### config.mk
export PLATFORM = sky130hd
export DESIGN_NAME = tnoc_vc_arbiter
export DESIGN_NICKNAME = d
export VERILOG_FILES = /design/src/rtl/tnoc_vc_arbiter.sv
export SDC_FILE = /design/constraint.sdc
export NUM_CORES = 1
export LEC_CHECK = 0
export BUFFER_PORTS_ARGS = -buffer_cell sky130_fd_sc_hd__buf_2
export CORE_MARGIN = 2
export CORE_UTILIZATION = 24
export DETAILED_ROUTE_END_ITERATION = 10
export GPL_ROUTABILITY_DRIVEN = 0
export SYNTH_ARGS = -nofsm -noshare
export SYNTH_HDL_FRONTEND = slang
export SYNTH_SLANG_ARGS = --single-unit
### constraint.sdc
create_clock -name clk -period 2.6 [get_ports clk]
set_input_delay 0.78 -clock clk [delete_from_list [all_inputs] [get_ports clk]]
set_output_delay 0.78 -clock clk [all_outputs]
set_load 0.01 [all_outputs]
### src/rtl/tnoc_vc_arbiter.sv
// Output-link arbiter for CHANNELS virtual channels: round-robin between packets,
// wormhole lock inside a packet, per-VC downstream credit counters.
module tnoc_vc_arbiter #(
    parameter int  CHANNELS = 2,
    parameter int  CREDITS  = 4,
    localparam int VC_W     = (CHANNELS > 1) ? $clog2(CHANNELS) : 1,
    localparam int CNT_W    = $clog2(CREDITS + 1)
) (
    input  logic                clk,
    input  logic                rst_n,
    input  logic [CHANNELS-1:0] vc_valid,
    input  logic [CHANNELS-1:0] vc_head,
    input  logic [CHANNELS-1:0] vc_tail,
    output logic [CHANNELS-1:0] vc_ready,
    output logic                out_valid,
    input  logic                out_ready,
    output logic [VC_W-1:0]     out_vc,
    input  logic [CHANNELS-1:0] credit_return,
    output logic [CHANNELS-1:0] vc_available,
    output logic                credit_error
);

    typedef enum logic {IDLE, LOCKED} state_t;

    state_t              state;
    logic [VC_W-1:0]     rr_ptr;
    logic [VC_W-1:0]     lock_vc;
    logic [VC_W-1:0]     last_vc;
    logic [CNT_W-1:0]    credit_cnt [CHANNELS];

    logic [CHANNELS-1:0] eligible;
    logic [CHANNELS-1:0] overflow;
    logic                grant_found;
    logic [VC_W-1:0]     grant_idx;
    logic [VC_W-1:0]     next_ptr;
    logic                xfer;

    always_comb begin
        for (int i = 0; i < CHANNELS; i++) begin
            vc_available[i] = (credit_cnt[i] != '0);
            overflow[i]     = credit_return[i] & ~vc_ready[i] &
                              (credit_cnt[i] == CNT_W'(CREDITS));
        end
        eligible = vc_valid & vc_available;
    end

    // Scan offsets from the top down so the lowest offset from rr_ptr wins last.
    always_comb begin
        int idx;
        // NOTE: every combinational output gets a default first so no latch is inferred.
        grant_found = 1'b0;
        grant_idx   = '0;
        idx         = 0;
        if (state == LOCKED) begin
            grant_found = eligible[lock_vc];
            grant_idx   = lock_vc;
        end else begin
            for (int k = CHANNELS - 1; k >= 0; k--) begin
                idx = int'(rr_ptr) + k;
                if (idx >= CHANNELS) idx = idx - CHANNELS;
                if (eligible[idx]) begin
                    grant_found = 1'b1;
                    grant_idx   = VC_W'(idx);
                end
            end
        end
    end

    // Gating with rst_n keeps the link quiet while reset is held.
    assign out_valid = grant_found & rst_n;
    assign xfer      = out_valid & out_ready;
    assign vc_ready  = xfer ? (CHANNELS'(1) << grant_idx) : '0;
    assign out_vc    = out_valid ? grant_idx : last_vc;
    assign next_ptr  = (grant_idx == VC_W'(CHANNELS - 1)) ? '0 : grant_idx + VC_W'(1);

    always_ff @(posedge clk or negedge rst_n) begin
        if (!rst_n) begin
            state   <= IDLE;
            rr_ptr  <= '0;
            lock_vc <= '0;
            last_vc <= '0;
        end else begin
            // NOTE: sequential state uses non-blocking assignments so every flop samples pre-edge values.
            if (out_valid) last_vc <= grant_idx;
            if (xfer) begin
                if (vc_tail[grant_idx]) begin
                    rr_ptr <= next_ptr;
                    state  <= IDLE;
                end else if (state == IDLE && vc_head[grant_idx]) begin
                    state   <= LOCKED;
                    lock_vc <= grant_idx;
                end
            end
        end
    end

    // A transfer and a credit return in the same cycle cancel out.
    always_ff @(posedge clk or negedge rst_n) begin
        if (!rst_n) begin
            // NOTE: the counter array is real state, so every entry is reset, not left to power-up.
            for (int i = 0; i < CHANNELS; i++) credit_cnt[i] <= CNT_W'(CREDITS);
            credit_error <= 1'b0;
        end else begin
            for (int i = 0; i < CHANNELS; i++) begin
                if (vc_ready[i] && !credit_return[i])
                    credit_cnt[i] <= credit_cnt[i] - CNT_W'(1);
                else if (credit_return[i] && !vc_ready[i] && !overflow[i])
                    credit_cnt[i] <= credit_cnt[i] + CNT_W'(1);
            end
            credit_error <= |overflow;
        end
    end

endmodule

Yosys cells after proc, flatten, opt, wreduce, memory -nomap -nowiden
Cells that the tools add are included.
- $add $sub $neg: 8
- multipliers: 0
- divide/modulo/power cells: 0
- magnitude comparators: 6
- equal/unequal tests: 2
- shift operators: 1
- muxes and demuxes: 31
- bitwise logic cells: 11
- reduce and logical (&&, ||, !) cells: 22
- operators by type and width (kind ; number):
    $mux W32 ; 4
    $lt A32 B3 Y1 const B ; 2
    $mux W1 ; 22
    $mux W3 ; 4
    $logic_and A1 B1 Y1 ; 7
    $add A3 B1 Y3 const B ; 2
    $and A1 B1 Y1 ; 6
    $eq A3 B3 Y1 const B ; 2
    $logic_not A1 Y1 ; 6
    $reduce_bool A2 Y1 ; 3
    $reduce_bool A3 Y1 ; 2
    $sub A3 B1 Y3 const B ; 2
    $lt A1 B2 Y1 const B ; 2
    $not A1 Y1 ; 4
    $reduce_and A2 Y1 ; 2
    $reduce_and A3 Y1 ; 1
    $sub A1 B2 Y3 const B ; 1
    $sub A2 B2 Y3 const B ; 1
    $add A1 B1 Y2 const B ; 1
    $and A2 B2 Y2 ; 1
    $ge A1 B2 Y1 const B ; 1
    $ge A2 B2 Y1 const B ; 1
    $mux W2 ; 1
    $reduce_or A2 Y1 ; 1
    other kinds (2) ; 2
- bits in registers: 11
- latch bits: 0
- RAM bits: 0
- ROM bits: 0
- logic and storage cells: 88
- memories: 0

Longest topological paths before layout
- depth in word-level cells: 20
- gate-level depth with buffers: 9
- depth with buffers taken out: 9

Worst setup path after synthesis
No wires, ideal clock.
- path type: input -> register
- start: input vc_valid[1]
- end: register credit_cnt[5] (netlist bit)
- library setup time: 77 ps
- data arrival time: 2610 ps
- required time: 2523 ps
- path slack: -88 ps
- stages on the path: 9
- cell sequence: o31a_1 mux2_2 a211o_4 clkinv_1 nand2b_1 fa_1 nor2b_1 a21bo_2 o22ai_1
- word-level cells in the longest chain between the ends: 16
- ends and longest elaborated chain (element ; RTL line ; source):
    start, declared ; 11 ; input logic [CHANNELS-1:0] vc_valid,
    $and A2 B2 Y2 (*) ; 44 ; eligible = vc_valid & vc_available;
    $mux W1 (implied by the code) (3 in series) ; 61 ; if (eligible[idx]) begin
    $mux W1 (2 in series) ; 61 ;
    $mux W1 ; 54 ; if (state == LOCKED) begin
    $and A1 B1 Y1 ; 70 ; assign out_valid = grant_found & rst_n;
    $and A1 B1 Y1 ; 71 ; assign xfer = out_valid & out_ready;
    $mux W2 (*) ; 72 ; assign vc_ready = xfer ? (CHANNELS'(1) << grant_idx) : '0;
    via vc_ready[0] ; 14 ; output logic [CHANNELS-1:0] vc_ready,
    $not A1 Y1 ; 41 ; overflow[i] = credit_return[i] & ~vc_ready[i] &
    $and A1 B1 Y1 (2 in series) ; 41 ;
    $logic_not A1 Y1 ; 107 ; else if (credit_return[i] && !vc_ready[i] && !overflow[i])
    $logic_and A1 B1 Y1 ; 107 ;
    $reduce_bool A2 Y1 (no source line) ; n/a ;
    end signal, assigned by index ; 106 ; credit_cnt[i] <= credit_cnt[i] - CNT_W'(1);
    end signal, assigned by index ; 108 ; credit_cnt[i] <= credit_cnt[i] + CNT_W'(1);
    end, declared ; 29 ; logic [CNT_W-1:0] credit_cnt [CHANNELS];
Mark *: on every way through the listed nets, which the timed path passes. The rest lies on a longest branch. The select of a mux whose other input is x is not followed.
A chain may end at the register's enable or synchronous reset.

Worst setup path after layout
- start: input vc_valid[1]
- end: output out_vc
- word-level cells in the longest chain between the ends: 9
- ends and longest elaborated chain (element ; RTL line ; source):
    $and A2 B2 Y2 (*) ; 44 ;
    $mux W1 (implied by the code) (3 in series) ; 61 ;
    $mux W1 (2 in series) ; 61 ;
    $mux W1 ; 54 ;
    $and A1 B1 Y1 ; 70 ;
    $mux W1 (*) ; n/a ;
    end, declared ; 17 ; output logic [VC_W-1:0] out_vc,
Every way passes the cells marked *; elsewhere a longest branch is shown, timed or not. The select of a mux whose other input is x is not followed.

==> metrics.md <==
| Metric | Value |
|---|---|
| Post-DR wirelength/cell | `12.3 um` |
| Core box area | `3100 um^2` |
| Non-Filler Cell Area, Final | `1160 um^2` |
| Clk_lat worst skew | `0.26 ns` |
| Synth area leaders | `dfrtp_1 (28%), dfstp_2 (6.6%), fa_1 (5.1%)` |
| Status | `finished with violations` |
| CTS Hold Bufs | `0` |
| Area growth, synth to finish | `47.0%` |
| GRT Total Usage | `12.0%` |
| Yosys warning total | `0` |
| Slew Viols, Final | `0` |
| Global-route wire length before repair | `3310 um` |
| Top FF cell, synth | `dfrtp_1` |
| Post-detailed-route count of antenna-violating nets | `0` |
| Initial Util | `25.5%` |
| Largest fanout on the critical path | `3` |
| Max VDD drop | `0.000211 V` |
| Cell with the most instances after synthesis | `dfrtp_1` |
| Maxcap violations | `0` |
| Lkg Pwr | `0.000530 uW` |
| Synth area leader | `dfrtp_1` |
| Seq cells post-synth | `11` |
| Crit-path cells | `buf_6 -> o31a_1 -> mux2_4 -> nor2b_4 -> mux2_4 -> buf_6` |
| Worst Setup End Kind | `primary output` |
| Rows | `20` |
| Max H-tree Level | `1` |
| Maximum clock rate | `384 MHz` |
| Most instantiated cells after synthesis | `dfrtp_1 (9), inv_1 (8), nand2_1 (7), a21oi_1 (4), o22ai_1 (4)` |
| Clock Pin Slew Worst Setup and Hold Paths | `0.07 ns` |
| Root Driver | `clkbuf_4` |
| Slew @ Worst Pin | `0.420 ns` |
| CP max-delay cell | `mux2_4` |
| Placed wire-length estimate | `1580 um` |
| DRT Pass-1 Iters | `4` |
| N_diodes | `0` |
| Fill cell count | `335` |
| Worst path max stage delay | `0.30 ns` |
| Final setup TNS | `-0.00439 ns` |
| CTS max path bufs | `2` |
| Die Span Y | `61.4 um` |
| Drt via density | `4.82` |
| # IOs | `18` |
| Vias in the first global route | `827` |
| Gr ovfl total | `0` |
| Worst relative slew slack | `71.7%` |
| Initial antenna violation count | `0` |
| Fraction of layout cells with a size suffix above 1 | `46.4%` |
| Worst path required time | `1.82 ns` |
| DRC | `0` |
| Die area | `3770 um^2` |
| Synth cell types | `36` |
| Total Wirelength | `2080 um` |
| Failing checks | `negative setup slack` |
| Crit path max-delay family | `multiplexers` |
| RR Startpoint | `credit_cnt[2]$_DFFE_PN1P_` |
| CTS tree | `built` |
| Final Hold Viols | `0` |
| Clock sinks | `11` |
| RSZ-0062 raised after global routing | `yes` |
| Largest net degree at the start of global routing | `11` |
| Worst Skew | `0.00531 ns` |
| DP Area | `1010 um^2` |
| CP bufs+invs | `2` |
| Fin crit share | `100%` |
| DR vias | `815` |
| Async SR Flop Fraction | `100%` |
| Crit. Startpoint | `vc_valid[1]` |
| Hold Slack | `0.411 ns` |
| Final setup margin | `-0.00439 ns` |
| Number of synthesized flops with an enable pin | `0` |
| Syn_nets | `98` |
| Port Buf Inserts | `17` |
| Syn Inst Count | `85` |
| Drt initial violations | `20` |
| Syn avg cell area | `9.30 um^2` |
| Final Critical Period | `2.60 ns` |
| Worst path arrival time | `1.82 ns` |
| CTS buffer count | `3` |
| Yosys top cell area share | `28.5%` |
| Net count, final | `139` |
| PD cells | `1030 nW/um^2` |
| Worst hold-check path type | `primary input to async pin` |
| Post-synthesis cell area | `791 um^2` |
| Final setup viols | `1` |
| Register area share after synthesis | `35.1%` |
| Startpoint type of the worst setup path | `primary input` |
| Type of the worst setup path | `primary input to primary output` |
| Die width | `61.4 um` |
==> registers in the layout, summed over array words and instances (netlist names) <==
name,flops
lock_vc,1
state,1
credit_error,1
last_vc,1
rr_ptr,1
credit_cnt,6
==> area by class of cell <==
cell class	instances	area (um^2)	share of cell area [%]
repair buffers	37	254	21.9
clock buffers	4	26.3	2.26
flip-flops and latches	11	278	23.9
inverters	9	38.8	3.34
well taps	44	55.1	4.74
multi-input cells	64	510	43.9
==> power breakdown <==
group / internal (uW) / leakage [uW] / switching, uW / total [uW]
Combinational: 417 / 0.000384 / 331 / 748
Sequential: 266 / 0.000132 / 70.4 / 336
Clock: 59.3 / 0.0000150 / 54.6 / 114
Total: 742 / 0.000530 / 456 / 1200
==> worst reg2reg max path: stages, from the launching register on <==
cell      delay [ns]
dfstp_2         0.39
o31a_1          0.32
mux2_4          0.30
a211o_4         0.34
clkinv_4        0.06
nand2b_1        0.07
fa_2            0.53
nand2_1         0.05
o21ai_0         0.17
o22ai_1         0.09
==> timing repair <==
action	in CTS	in global routing
endpoints found under the hold margin	0	0
buffers inserted	6	4
setup endpoints to repair	2	4
gates resized for setup	10	2
pin swaps	5	4
==> per-stage QoR <==
stage | cells | power [uW] | utilization, % | worst slack (ns)
after floorplan | 85 | 725 | - | 0.00307
after global placement | 155 | 882 | 32.5 | -0.0688
after detailed placement | 155 | 906 | 32.5 | -0.151
after CTS | 165 | 1160 | 36.1 | -0.0242
after global routing | 169 | 1310 | 37.5 | -0.0580
final | 169 | 1200 | 37.5 | -0.00439
==> layout by cell type, fill, tap and decap left out, types with 2 or more instances in the layout <==
cell / instances
o22ai_1: 4
buf_2: 14
clkbuf_4: 3
nor2b_1: 2
o21a_1: 3
inv_1: 8
o2bb2ai_1: 2
mux2i_1: 3
buf_4: 20
dfrtp_1: 9
a21oi_1: 4
nor2_1: 3
dfstp_2: 2
nand2b_1: 3
mux2_4: 2
buf_6: 3
o21ai_0: 3
nand3_1: 3
nand2_1: 7
==> routing by layer <==
metal	track usage, %	wire length [um]	vias to the layer above
met1	12.8	911	394
li1	-	-	388
met2	21.7	1020	27
met4	6.69	31	0
met3	2.73	118	6
met5	0	0	-
==> logic make-up after synthesis <==
logic type      Yosys count  share of synthesized area [%]
buf+inv                  10                           4.75
mux                       6                           8.07
simple gates             31                           22.9
flops                    11                           35.1
compound gates           24                           22.9
fa+ha+maj                 2                           5.06
xor+xnor                  1                           1.11
==> path summary, 6_finish.rpt <==
| path | slack [ns] | end | depth (start not counted) |
|---|---|---|---|
| max in group asynchronous | 1.80 | credit_cnt[5]$_DFFE_PN1P_ | 3 |
| setup reg to reg | 0.16 | credit_cnt[4]$_DFFE_PN0P_ | 9 |
| setup / recovery | -0.004 | out_vc | 6 |
| hold reg to reg | 0.50 | last_vc$_DFF_PN0_ | 1 |
| hold / removal | 0.41 | credit_error$_DFF_PN0_ | 2 |
| min in group clk | 0.50 | last_vc$_DFF_PN0_ | 1 |
No activity file was read; power rests on OpenSTA's default activity.
